===== src/rtl/mac_seq_pkg.sv =====
// Shared constants and state encoding for the neuron-layer MAC sequencer.
package mac_seq_pkg;

  localparam int DEF_DATA_WIDTH = 16;  // operand/result word width
  localparam int DEF_TAPS       = 8;   // products accumulated per neuron
  localparam int DEF_TAP_W      = 3;   // clog2(DEF_TAPS)
  localparam int DEF_NRN_W      = 4;   // neuron index width

  localparam logic ENABLE  = 1'b1;
  localparam logic DISABLE = 1'b0;

  typedef enum logic [2:0] {
    ST_IDLE  = 3'd0,
    ST_CLR   = 3'd1,
    ST_FETCH = 3'd2,
    ST_ISSUE = 3'd3,
    ST_WAIT  = 3'd4,
    ST_DRAIN = 3'd5,
    ST_WRITE = 3'd6,
    ST_DONE  = 3'd7
  } state_t;

endpackage


===== src/rtl/mac_seq_addr.sv =====
// Tap/neuron counters and operand-memory address generation for mac_seq.
module mac_seq_addr
  import mac_seq_pkg::*;
#(
  parameter int TAPS  = DEF_TAPS,
  parameter int TAP_W = DEF_TAP_W,
  parameter int NRN_W = DEF_NRN_W
) (
  input  logic                   clk,
  input  logic                   reset,
  input  logic                   load,
  input  logic [NRN_W:0]         n_nrn,
  input  logic                   tap_clr,
  input  logic                   tap_inc,
  input  logic                   nrn_inc,
  output logic                   tap_last,
  output logic                   nrn_last,
  output logic [NRN_W-1:0]       nrn,
  output logic [TAP_W-1:0]       x_addr,
  output logic [NRN_W+TAP_W-1:0] w_addr
);

  logic [TAP_W-1:0] tap;
  logic [NRN_W:0]   n_lat;

  // Counter state: load restarts the layer at neuron 0 and latches the neuron count
  always_ff @(posedge clk or negedge reset) begin
    if (!reset) begin
      tap   <= {TAP_W{1'b0}};
      nrn   <= {NRN_W{1'b0}};
      n_lat <= {(NRN_W+1){1'b0}};
    end else if (load) begin
      tap   <= {TAP_W{1'b0}};
      nrn   <= {NRN_W{1'b0}};
      n_lat <= n_nrn;
    end else begin
      if (tap_clr) begin
        tap <= {TAP_W{1'b0}};
      end else if (tap_inc && !tap_last) begin
        // tap saturates at TAPS-1 even if an increment is requested there
        tap <= tap + TAP_W'(1);
      end
      if (nrn_inc) begin
        // wraps naturally at 2^NRN_W, so a full-size layer visits every neuron
        nrn <= nrn + NRN_W'(1);
      end
    end
  end

  assign tap_last = (tap == TAP_W'(TAPS - 1));
  // last neuron when nrn == n_nrn-1; widened so n_nrn = 2^NRN_W compares correctly
  assign nrn_last = ({1'b0, nrn} == (n_lat - (NRN_W+1)'(1)));
  assign x_addr   = tap;
  assign w_addr   = {nrn, tap};

endmodule


===== src/rtl/mac_seq.sv =====
// Neuron-layer sequencer: fetches operands per tap, hands them to the shared
// MAC with a valid/ack handshake and writes one result word per neuron.
module mac_seq
  import mac_seq_pkg::*;
#(
  parameter int DATA_WIDTH = DEF_DATA_WIDTH,
  parameter int TAPS       = DEF_TAPS,
  parameter int TAP_W      = DEF_TAP_W,
  parameter int NRN_W      = DEF_NRN_W
) (
  input  logic                   clk,
  input  logic                   reset,
  input  logic                   start,
  input  logic [NRN_W:0]         n_nrn,
  input  logic                   abort,
  output logic [TAP_W-1:0]       x_addr,
  output logic [NRN_W+TAP_W-1:0] w_addr,
  input  logic [DATA_WIDTH-1:0]  x_data,
  input  logic [DATA_WIDTH-1:0]  w_data,
  output logic [DATA_WIDTH-1:0]  op_x,
  output logic [DATA_WIDTH-1:0]  op_w,
  output logic                   op_vld,
  input  logic                   op_ack,
  output logic                   mac_clr,
  input  logic                   mac_rdy,
  input  logic [DATA_WIDTH-1:0]  mac_out,
  output logic                   res_we,
  output logic [NRN_W-1:0]       res_addr,
  output logic [DATA_WIDTH-1:0]  res_data,
  output logic                   busy,
  output logic                   done
);

  state_t           state;
  state_t           next_state;
  logic             load;
  logic             tap_clr;
  logic             tap_inc;
  logic             nrn_inc;
  logic             abort_hit;
  logic             tap_last;
  logic             nrn_last;
  logic [NRN_W-1:0] nrn;

  mac_seq_addr #(
    .TAPS  (TAPS),
    .TAP_W (TAP_W),
    .NRN_W (NRN_W)
  ) u_addr (
    .clk      (clk),
    .reset    (reset),
    .load     (load),
    .n_nrn    (n_nrn),
    .tap_clr  (tap_clr),
    .tap_inc  (tap_inc),
    .nrn_inc  (nrn_inc),
    .tap_last (tap_last),
    .nrn_last (nrn_last),
    .nrn      (nrn),
    .x_addr   (x_addr),
    .w_addr   (w_addr)
  );

  // State register
  always_ff @(posedge clk or negedge reset) begin
    if (!reset) begin
      state <= ST_IDLE;
    end else begin
      state <= next_state;
    end
  end

  // Next-state and counter-control decode; abort overrides everything outside IDLE/DONE
  always_comb begin
    next_state = state;
    load       = DISABLE;
    tap_clr    = DISABLE;
    tap_inc    = DISABLE;
    nrn_inc    = DISABLE;
    abort_hit  = DISABLE;
    case (state)
      ST_IDLE: begin
        if (start) begin
          load = ENABLE;
          if (n_nrn == (NRN_W+1)'(0)) begin
            next_state = ST_DONE;
          end else begin
            next_state = ST_CLR;
          end
        end else begin
          next_state = ST_IDLE;
        end
      end
      ST_CLR: begin
        tap_clr    = ENABLE;
        next_state = ST_FETCH;
      end
      ST_FETCH: begin
        next_state = ST_ISSUE;
      end
      ST_ISSUE: begin
        next_state = ST_WAIT;
      end
      ST_WAIT: begin
        if (op_ack) begin
          if (tap_last) begin
            next_state = ST_DRAIN;
          end else begin
            tap_inc    = ENABLE;
            next_state = ST_FETCH;
          end
        end else begin
          next_state = ST_WAIT;
        end
      end
      ST_DRAIN: begin
        if (mac_rdy) begin
          next_state = ST_WRITE;
        end else begin
          next_state = ST_DRAIN;
        end
      end
      ST_WRITE: begin
        nrn_inc = ENABLE;
        if (nrn_last) begin
          next_state = ST_DONE;
        end else begin
          next_state = ST_CLR;
        end
      end
      ST_DONE: begin
        next_state = ST_IDLE;
      end
      default: begin
        next_state = ST_IDLE;
      end
    endcase
    // DONE is already on its way out, so an abort there would only duplicate the done pulse
    if (abort && (state != ST_IDLE) && (state != ST_DONE)) begin
      abort_hit  = ENABLE;
      next_state = ST_DONE;
      tap_clr    = DISABLE;
      tap_inc    = DISABLE;
      nrn_inc    = DISABLE;
    end else begin
      abort_hit  = DISABLE;
    end
  end

  // Registered outputs toward the MAC, the result buffer and the layer top level
  always_ff @(posedge clk or negedge reset) begin
    if (!reset) begin
      op_x     <= {DATA_WIDTH{1'b0}};
      op_w     <= {DATA_WIDTH{1'b0}};
      op_vld   <= DISABLE;
      mac_clr  <= DISABLE;
      res_we   <= DISABLE;
      res_addr <= {NRN_W{1'b0}};
      res_data <= {DATA_WIDTH{1'b0}};
      busy     <= DISABLE;
      done     <= DISABLE;
    end else begin
      // clear pulse lines up with the CLR state, or follows an abort to flush partial sums
      mac_clr <= abort_hit | (next_state == ST_CLR);
      busy    <= (next_state != ST_IDLE);
      done    <= (state == ST_DONE);
      res_we  <= DISABLE;
      if (abort_hit) begin
        op_vld <= DISABLE;
      end else if (state == ST_ISSUE) begin
        // memory data is valid now, one cycle after the FETCH address
        op_x   <= x_data;
        op_w   <= w_data;
        op_vld <= ENABLE;
      end else if ((state == ST_WAIT) && op_ack) begin
        op_vld <= DISABLE;
      end
      if (!abort_hit && (state == ST_DRAIN) && mac_rdy) begin
        res_we   <= ENABLE;
        res_data <= mac_out;
        res_addr <= nrn;
      end
    end
  end

endmodule


===== config.mk =====
export PLATFORM = sky130hd
export DESIGN_NAME = mac_seq
export DESIGN_NICKNAME = d
export VERILOG_FILES = /design/src/rtl/mac_seq_pkg.sv /design/src/rtl/mac_seq_addr.sv /design/src/rtl/mac_seq.sv
export SDC_FILE = /design/constraint.sdc
export NUM_CORES = 1
export LEC_CHECK = 0
export CORE_ASPECT_RATIO = 2
export CORE_MARGIN = 2
export CORE_UTILIZATION = 40
export CTS_CLUSTER_DIAMETER = 60
export CTS_CLUSTER_SIZE = 16
export DETAILED_ROUTE_END_ITERATION = 8
export PLACE_DENSITY = 0.75
export SYNTH_ARGS = -nofsm -noshare
export SYNTH_HDL_FRONTEND = slang
export SYNTH_SLANG_ARGS = --single-unit
export TNS_END_PERCENT = 50

===== constraint.sdc =====
create_clock -name clk -period 3.7 [get_ports clk]
set_input_delay 0.925 -clock clk [delete_from_list [all_inputs] [get_ports clk]]
set_output_delay 0.925 -clock clk [all_outputs]
set_load 0.05 [all_outputs]

Word-level counts from Yosys, hierarchy flattened
Index checks and enable logic that the tools add are counted.

storage, ports and cells
  memory bits (writable) = 0
  flip-flop bits (word level) = 72
  ROM bits = 0
  input port bits = 59
  output and inout port bits = 67
  memories kept = 0
  logic and storage cells = 73
  bits in latches = 0

cells by class
  shifts and indexed selects = 0
  reductions and logical operators = 16
  bitwise operators = 2
  $lt $le $gt $ge = 0
  multipliers = 0
  equal/unequal tests = 11
  divide/modulo/power cells = 0
  muxes and demuxes = 28
  add/subtract/negate cells = 3

operators by type and width
  operator             number
  $mux 3               9
  $pmux 3 s8           1
  $eq 3x3->1 const B   5
  $mux 1               15
  $reduce_bool 3->1    4
  $mux 4               2
  $eq 3x1->1 const B   2
  $eq 3x2->1 const B   2
  $logic_and 1x1->1    6
  $eq 4x5->1           1
  $logic_not 5->1      1
  $sub 5x1->5 const B  1
  $add 4x1->4 const B  1
  $add 3x1->3 const B  1
  $logic_not 3->1      1
  $ne 3x3->1 const B   1
  $logic_not 1->1      2
  $mux 2               1
  $reduce_and 2->1     1
  $reduce_bool 2->1    1
  $not 1->1            1
  $or 1x1->1           1

Logic depth before layout (Yosys ltp)
Gate-level depths: netlist (run 1).

  depth in word-level cells = 9
  depth in mapped cells = 6
  mapped depth without buffers = 6

By module
From an unflattened synthesis (run 1), not the netlist that was laid out.

second synthesis, totals
  cell total of the unflattened synthesis = 269
  area, all modules = 3158.0 um^2

modules (own cells, without submodules)
  module        seq. area each (um^2)  cells each  area each (um^2)  times used
  mac_seq       1501.4                 209         2481.1            1
  mac_seq_addr  300.3                  60          676.9             1

Worst setup path before layout (run 1)
No wires, ideal clock.

  path kind = input port to flip-flop
  start = in abort
  end = reg res_data[10]
  stages on the path = 4
  arrival time = 1.837 ns
  path buffers = 1
  required time = 3.572 ns
  setup slack = 1.736 ns
  library setup time = 0.128 ns
  cells stage by stage = nand2b_1 > nor3_2 > buf_2 > mux2_1

between the ends
  word-level cells in the longest chain between the ends = 6

RTL lines
  what                            line            RTL
  from (decl)                     mac_seq.sv:15   input logic abort,
  $logic_and 1x1->1 (2 in a row)  mac_seq.sv:139  if (abort && (state != ST_IDLE) && (state != ST_DONE)) begin
  $mux 1                          mac_seq.sv:139
  $logic_not 1->1                 mac_seq.sv:178  if (!abort_hit && (state == ST_DRAIN) && mac_rdy) begin
  $logic_and 1x1->1 (2 in a row)  mac_seq.sv:178
  to (signal assigned)            mac_seq.sv:159  res_data <= {DATA_WIDTH{1'b0}};
  to (signal assigned)            mac_seq.sv:180  res_data <= mac_out;
  to (decl)                       mac_seq.sv:29   output logic [DATA_WIDTH-1:0] res_data,

No other way between the ends.
A chain may end at the register's enable or synchronous reset.

Worst setup path in the final report (run 1)
  start = reg u_addr.nrn[2]
  end = out w_addr[5]

RTL lines
  what                    line                RTL
  from (decl)             mac_seq_addr.sv:18  output logic [NRN_W-1:0] nrn,
  from (signal assigned)  mac_seq_addr.sv:30  nrn <= {NRN_W{1'b0}};
  from (signal assigned)  mac_seq_addr.sv:34  nrn <= {NRN_W{1'b0}};
  from (signal assigned)  mac_seq_addr.sv:45  nrn <= nrn + NRN_W'(1);
  to (decl)               mac_seq.sv:17       output logic [NRN_W+TAP_W-1:0] w_addr,

No word-level cell between the ends.

==> metrics.txt, run 1 <==
Top FF cell, synth=dfrtp_1; Post-Route Setup TNS=0 ns; Final WS setup=approximately 1.1 ns; Slew Limit Fails=0; uppermost layer routed=met4; final clock skew=between 0.006 and 0.007 ns; total gr overflow=0; Sw Ratio=about 46%; worst path cell trace=clkdlybuf4s50_1; top post-synthesis cells by area=dfrtp_1 (58%), mux2_1 (16%), mux2_2 (4.4%), ha_1 (1.6%), nand2_1 (1.3%); fmax=between 300 and 400 MHz; Critical Path Max Stage Delay=between 0.8 and 0.9 ns; Hold Startpoint=res_data[2]; Routed WL=7290 um; Peak VDD IR=a little over 600 uV; Flop pwr share=between 20% and 30%; Synth area leader=dfrtp_1; # rows=45; Num CTS Buffers=9; clk slew on worst S/H paths=0.05 ns; I/O Pins=around 130; Final Critical Period=between 2 and 3 ns; Logic pwr share=between 50 and 60%; Die Ht=roughly 130 um; Worst EP required=between 2 and 3 ns; Worst R2R Setup Slack=1.80 ns; Clock Tree Root=clkbuf_16; RSZ-0062 raised after global routing=false; syn_area_per_cell=between 10 and 15 sq um; Ys Warns=0; vias in the first global route=~2.3k; Final Cell Area=around 4700 sq um; worst endpoint data arrival time=1.71 ns; endpoints failing hold=0; Place WS=about 0.85 ns; CTS H-tree depth=3; starting density of the core=about two fifths; CP bufs+invs=1; DR DRC count=0; area of the multi-input gates=about 1200 sq um; P_sw=2.26 mW; global-route wire length before repair=~11000 um; Max-Cap Viols=0; Worst Tran Pin Value=between 0.8 and 0.9 ns; number of diodes=0; CP top delay family=buffers and inverters; FILL cells=roughly 630; M1 WL=around 2600 um; Setup crit end kind=output pin; fraction of layout cells with a size suffix above 1=approximately a tenth; placed instance area=around 4400 sq um; fraction of registers with async set/reset=100%; pwr dens=1050 nW/um^2; clock power share=18.0%; die extent in x=roughly 66 um; CTS Buffer Depth=2; Int Pwr=between 2 and 3 mW; fin util=62.6%; sequential share of the synthesized area=a little under 60%; critical path depth=1; worst-skew pair later-pin latency=0.33 ns; Setup crit start kind=flop; WS Path Type=reg2out; Synth Cell Area=about 3100 sq um; critical path's slowest cell=clkdlybuf4s50_1; final-stage net count=between 400 and 500; Worst Hold Class=reg2reg; Hold Crit Depth=1; vias per cell=approximately 5.1; Worst R2R End=op_x[6]; cts-stage hold buffer count=0; relative slew slack=between 40% and 50%; register area=between 1500 and 2000 sq um; CTS sink count=72; CTS tree=yes; Max FO, Critical Path=8; All-Layer GR Usage=between 10% and 20%; DR WL met3=301 um; port buffer count=between 100 and 150; die area=about 8500 sq um; Post-CTS Setup Repair Bufs=0; period utilisation layout=between 70% and 80%; cts repair resizes=0; setup violators final=0; hold endpoint=res_data[2]; proportion of netlist area held by the largest area contributor=between 50% and 60%; DR pass1 iterations=4; #FFs+latches synth=~70; Syn Inst Count=around 230; Yosys cell types=39; Reg2Reg Depth=4; post-route ant nets=0; core area=approximately 7500 sq um; initial antenna violation count=0; Post-synth EDFFs=0; Initial DRC Count=92; largest net degree at the start of global routing=73; syn nets=just under 300; status=finished clean; Post-DP HPWL=around 5400 um; r2r startpoint=state[0]; P&R area growth vs syn=53.1%; P_leak=around 2 nW; post-DR wirelength/cell=approximately 16 um; routed wl met2=~4200 um; via count=about 2.3k; GPL Wtd Cong=between 0.7 and 0.8
[worst max-delay path by stage]
| stage | startpoint | to |
|---|---|---|
| 6_report | u_addr.nrn[2] | w_addr[5] |
| 5_1_grt | u_addr.nrn[2] | w_addr[5] |
| 4_1_cts | u_addr.nrn[2] | w_addr[5] |
| 3_5_place_dp | abort | res_data[15] |
| 3_3_place_gp | abort | res_data[0] |
| 2_1_floorplan | abort | res_data[10] |
[routing by layer]
layer  GRT usage [%]  vias to the layer above
met4            9.60                        0
met1            19.5                     1155
met5               0                        -
met3            3.95                       13
met2            31.9                       75
li1                -                     1069
[flip-flops by register name (all words and copies together) (netlist names), 3 cells and up]
register / flops
op_x: 16
u_addr.n_lat: 5
res_data: 16
u_addr.x_addr: 3
state: 3
res_addr: 4
op_w: 16
u_addr.nrn: 4
[cells in the mapped netlist, drive strengths merged, types with 2 or more instances]
| cell | n |
|---|---|
| nor3 | 7 |
| clkbuf | 4 |
| inv | 4 |
| xnor2 | 4 |
| mux2 | 57 |
| o2bb2ai | 2 |
| nor4 | 2 |
| a22o | 4 |
| nand3 | 3 |
| nand2b | 3 |
| nor2 | 9 |
| ha | 4 |
| xor2 | 3 |
| buf | 11 |
| nand2 | 11 |
| dfrtp | 72 |
| a21oi | 5 |
| o21ai | 8 |
[per-stage QoR]
step,instances,hold slack (ns),total power [mW]
floorplan,231,0.506,3.16
global placement,438,0.468,4.03
detailed placement,438,0.474,4.08
CTS,454,0.486,5.00
global route,454,0.506,5.18
finish,454,0.481,4.95
[layout by cell type (no fill, tap or decap), types with 5 or more instances in the layout]
master             n
clkbuf_16          9
clkdlybuf4s50_1  124
a21oi_1            5
mux2_1            45
dfrtp_1           72
nand2_1           11
o21ai_0            8
mux2_2            12
nor2_1             9
nor3_1             5
[logic make-up (layout without fill, tap and decap cells)]
group	after synthesis	after routing	synth area share, %
simple gates	45	45	8.19
fa+ha+maj	5	5	1.95
compound gates	26	26	5.56
buf+inv	19	148	3.08
mux	57	57	20.8
xor+xnor	7	7	1.99
flops	72	72	58.4
[cell type report]
| type | count | area share, % |
|---|---|---|
| Sequential cell | 72 | 38.2 |
| Clock inverter | 5 | 1.33 |
| Clock buffer | 11 | 5.35 |
| Tap cell | 94 | 2.49 |
| Inverter | 4 | 0.318 |
| Timing Repair Buffer | 128 | 26.9 |
| Multi-Input combinational cell | 140 | 25.4 |
[power by group through the flow]
stage,clock network [mW],registers [mW],logic (mW)
2_1_floorplan,0,2.51,0.657
3_3_place_gp,0,1.44,2.59
3_5_place_dp,0,1.46,2.62
4_1_cts,0.912,1.45,2.63
5_1_grt,0.949,1.50,2.73
6_report,0.892,1.45,2.61
No activity file was read; power rests on OpenSTA's default activity.
==> run 2: changes to the inputs <==
- CORE_UTILIZATION: 40 -> 39
- PLACE_DENSITY: 0.75 -> 0.77
- clock period: 3.7 -> 2.3 ns (I/O delays scaled with it)
==> run 2 against run 1 <==
Global-route usage grew 0.11 points. Core utilization grew 0.16 points. Non-clock buffer count grew 6. Clock skew shrank 0.0010 ns. First-iteration DRC count shrank 27%. Cell count grew 1.3%. Worst hold slack lost 0.28 ns. Cell area grew 1.7%. Sequential share of layout area shrank 0.66 points. Critical path type unchanged. Largest cell class unchanged. Highest routed layer unchanged.
==> metrics.txt, run 2 (same netlist as run 1, synthesis figures left out) <==
period utilisation layout=95.7%; Critical Path Max Stage Delay=0.84 ns (was 0.87 ns); CP top delay family=buffers and inverters (unchanged); number of diodes=0 (unchanged); Post-DP HPWL=5790 um (was 5370 um); register area=1800 sq um (unchanged); Worst Tran Pin Value=0.580 ns (was 0.885 ns); final clock skew=0.00502 ns (was 0.00605 ns); fraction of layout cells with a size suffix above 1=11.5% (was 9.44%); Peak VDD IR=831 uV (was 612 uV); critical path's slowest cell=clkdlybuf4s50_1 (unchanged); Die Ht=130 um (was 128 um); core area=7660 sq um (was 7540 sq um); Int Pwr=4.35 mW (was 2.69 mW); CTS sink count=72 (unchanged); biggest registers after layout=op_w x16, op_x x16, res_data x16 (unchanged); most frequent cells in the layout=clkdlybuf4s50_1 (122), dfrtp_1 (72), mux2_1 (45), mux2_2 (12), nand2_1 (11) (was clkdlybuf4s50_1 (124), dfrtp_1 (72), mux2_1 (45), mux2_2 (12), nand2_1 (11)); Logic pwr share=54.0% (was 52.7%); Post-CTS Setup Repair Bufs=0 (unchanged); initial antenna violation count=0 (unchanged); filler-free cell count of the finished design=460 (was 454); Setup crit end kind=output pin (unchanged); worst-skew pair later-pin latency=0.33 ns (about the same); clock power share=17.5% (was 18.0%); relative slew slack=61.2% (was 41.0%); starting density of the core=40.3% (was 40.9%); CTS Buffer Depth=2 (unchanged); RSZ-0062 raised after global routing=false (unchanged); CTS tree=yes (unchanged); Worst R2R Setup Slack=0.50 ns (was 1.80 ns); area of the multi-input gates=1200 sq um (unchanged); DR pass1 iterations=4 (unchanged); Worst R2R End=u_addr.n_lat[2] (was op_x[6]); Slew Limit Fails=0 (unchanged); CTS H-tree depth=3 (unchanged); DR DRC count=0 (unchanged); Flop pwr share=28.5% (was 29.3%); post-DR wirelength/cell=16.5 um (was 16.1 um); endpoints failing hold=0 (unchanged); Worst EP required=1.73 ns (was 2.77 ns); fmax=between 400 and 500 MHz; All-Layer GR Usage=18.2% (was 18.1%); # rows=45 (unchanged); die area=8680 sq um (was 8470 sq um); P_sw=3.64 mW (was 2.26 mW); Initial DRC Count=67 (was 92); global-route wire length before repair=11500 um (was 11400 um); largest net degree at the start of global routing=38 (was 73); I/O Pins=126 (unchanged); P_leak=2.05 nW (was 2.01 nW); Final Critical Period=around 2.2 ns; WS Path Type=reg2out (unchanged); Reg2Reg Depth=3 (was 4); vias in the first global route=2368 (was 2335); P&R area growth vs syn=55.7% (was 53.1%); GPL Wtd Cong=0.791 (was 0.787); Routed WL=7590 um (was 7290 um); post-route ant nets=0 (unchanged); die extent in x=66.9 um (was 66.1 um); CP bufs+invs=1 (unchanged); Max FO, Critical Path=4 (was 8); clk slew on worst S/H paths=0.06 ns (was 0.05 ns); final-stage net count=424 (was 418); CP Launch Point=u_addr.nrn[3] (was u_addr.nrn[2]); commonest non-fill, non-tap cell in the layout=clkdlybuf4s50_1 (unchanged); Sw Ratio=45.5% (was 45.7%); setup violators final=0 (unchanged); Max-Cap Viols=0 (unchanged); port buffer count=125 (unchanged); r2r startpoint=state[2] (was state[0]); Post-Route Setup TNS=0 ns (unchanged); FILL cells=646 (was 626); status=finished clean (unchanged); worst hold margin=0.197 ns (was 0.481 ns); Worst Hold Class=in2async (was reg2reg); total gr overflow=0 (unchanged); dpl cells=444 (was 438); Num CTS Buffers=9 (unchanged); pwr dens=1660 nW/um^2 (was 1050 nW/um^2); worst endpoint data arrival time=1.63 ns (was 1.71 ns); cts-stage hold buffer count=0 (unchanged); Clock Tree Root=clkbuf_16 (unchanged); Setup crit start kind=flop (unchanged); vias per cell=5.05 (was 5.09); worst path cell trace=clkdlybuf4s50_1 (unchanged); cts repair resizes=0 (unchanged); via count=2324 (was 2312)
-- run 2: changes by cell type in the layout (fill, tap and decap cells not counted) --
cell	delta
inv_6	-2
clkdlybuf4s50_1	-2
buf_12	+4
clkinv_2	+2
buf_4	+4
-- run 2: worst max path at each step --
stage / end / cells after the start
2_1_floorplan: u_addr.x_addr[0] / 6
3_3_place_gp: u_addr.n_lat[3] / 4
3_5_place_dp: u_addr.n_lat[2] / 4
4_1_cts: w_addr[6] / 1
5_1_grt: w_addr[6] / 1
6_report: w_addr[6] / 1
-- run 2: power by group through the flow --
stage               registers (mW)  clock network [mW]  logic (mW)
finish                        2.28                1.40        4.31
CTS                           2.28                1.43        4.35
global route                  2.35                1.49        4.51
floorplan                     4.03                   0        1.06
detailed placement            2.30                   0        4.34
global placement              2.26                   0        4.28
-- run 2: through the flow --
stage	area (sq um)	power (mW)	utilization [%]	worst slack, ns
after floorplan	3080	5.09	-	0.419
after global placement	4500	6.54	58.7	0.0823
after detailed placement	4500	6.64	58.7	0.0488
after CTS	4800	8.06	62.7	0.0865
after global routing	4800	8.35	62.7	0.0812
final	4800	7.99	62.7	0.0993
-- run 2: cell type report --
class                           count  area share (%)
Clock buffer                       11            5.26
Tap cell                           94            2.45
Multi-Input combinational cell    140            25.0
Timing Repair Buffer              134            28.3
Clock inverter                      5            1.15
Inverter                            4           0.313
Sequential cell                    72            37.5
-- run 2: per-layer routing --
layer	GRT usage (%)	part of all wire, %
met4	13.7	5.4
met3	3.53	4.7
met5	0	0
met2	33.1	57
met1	17.3	33
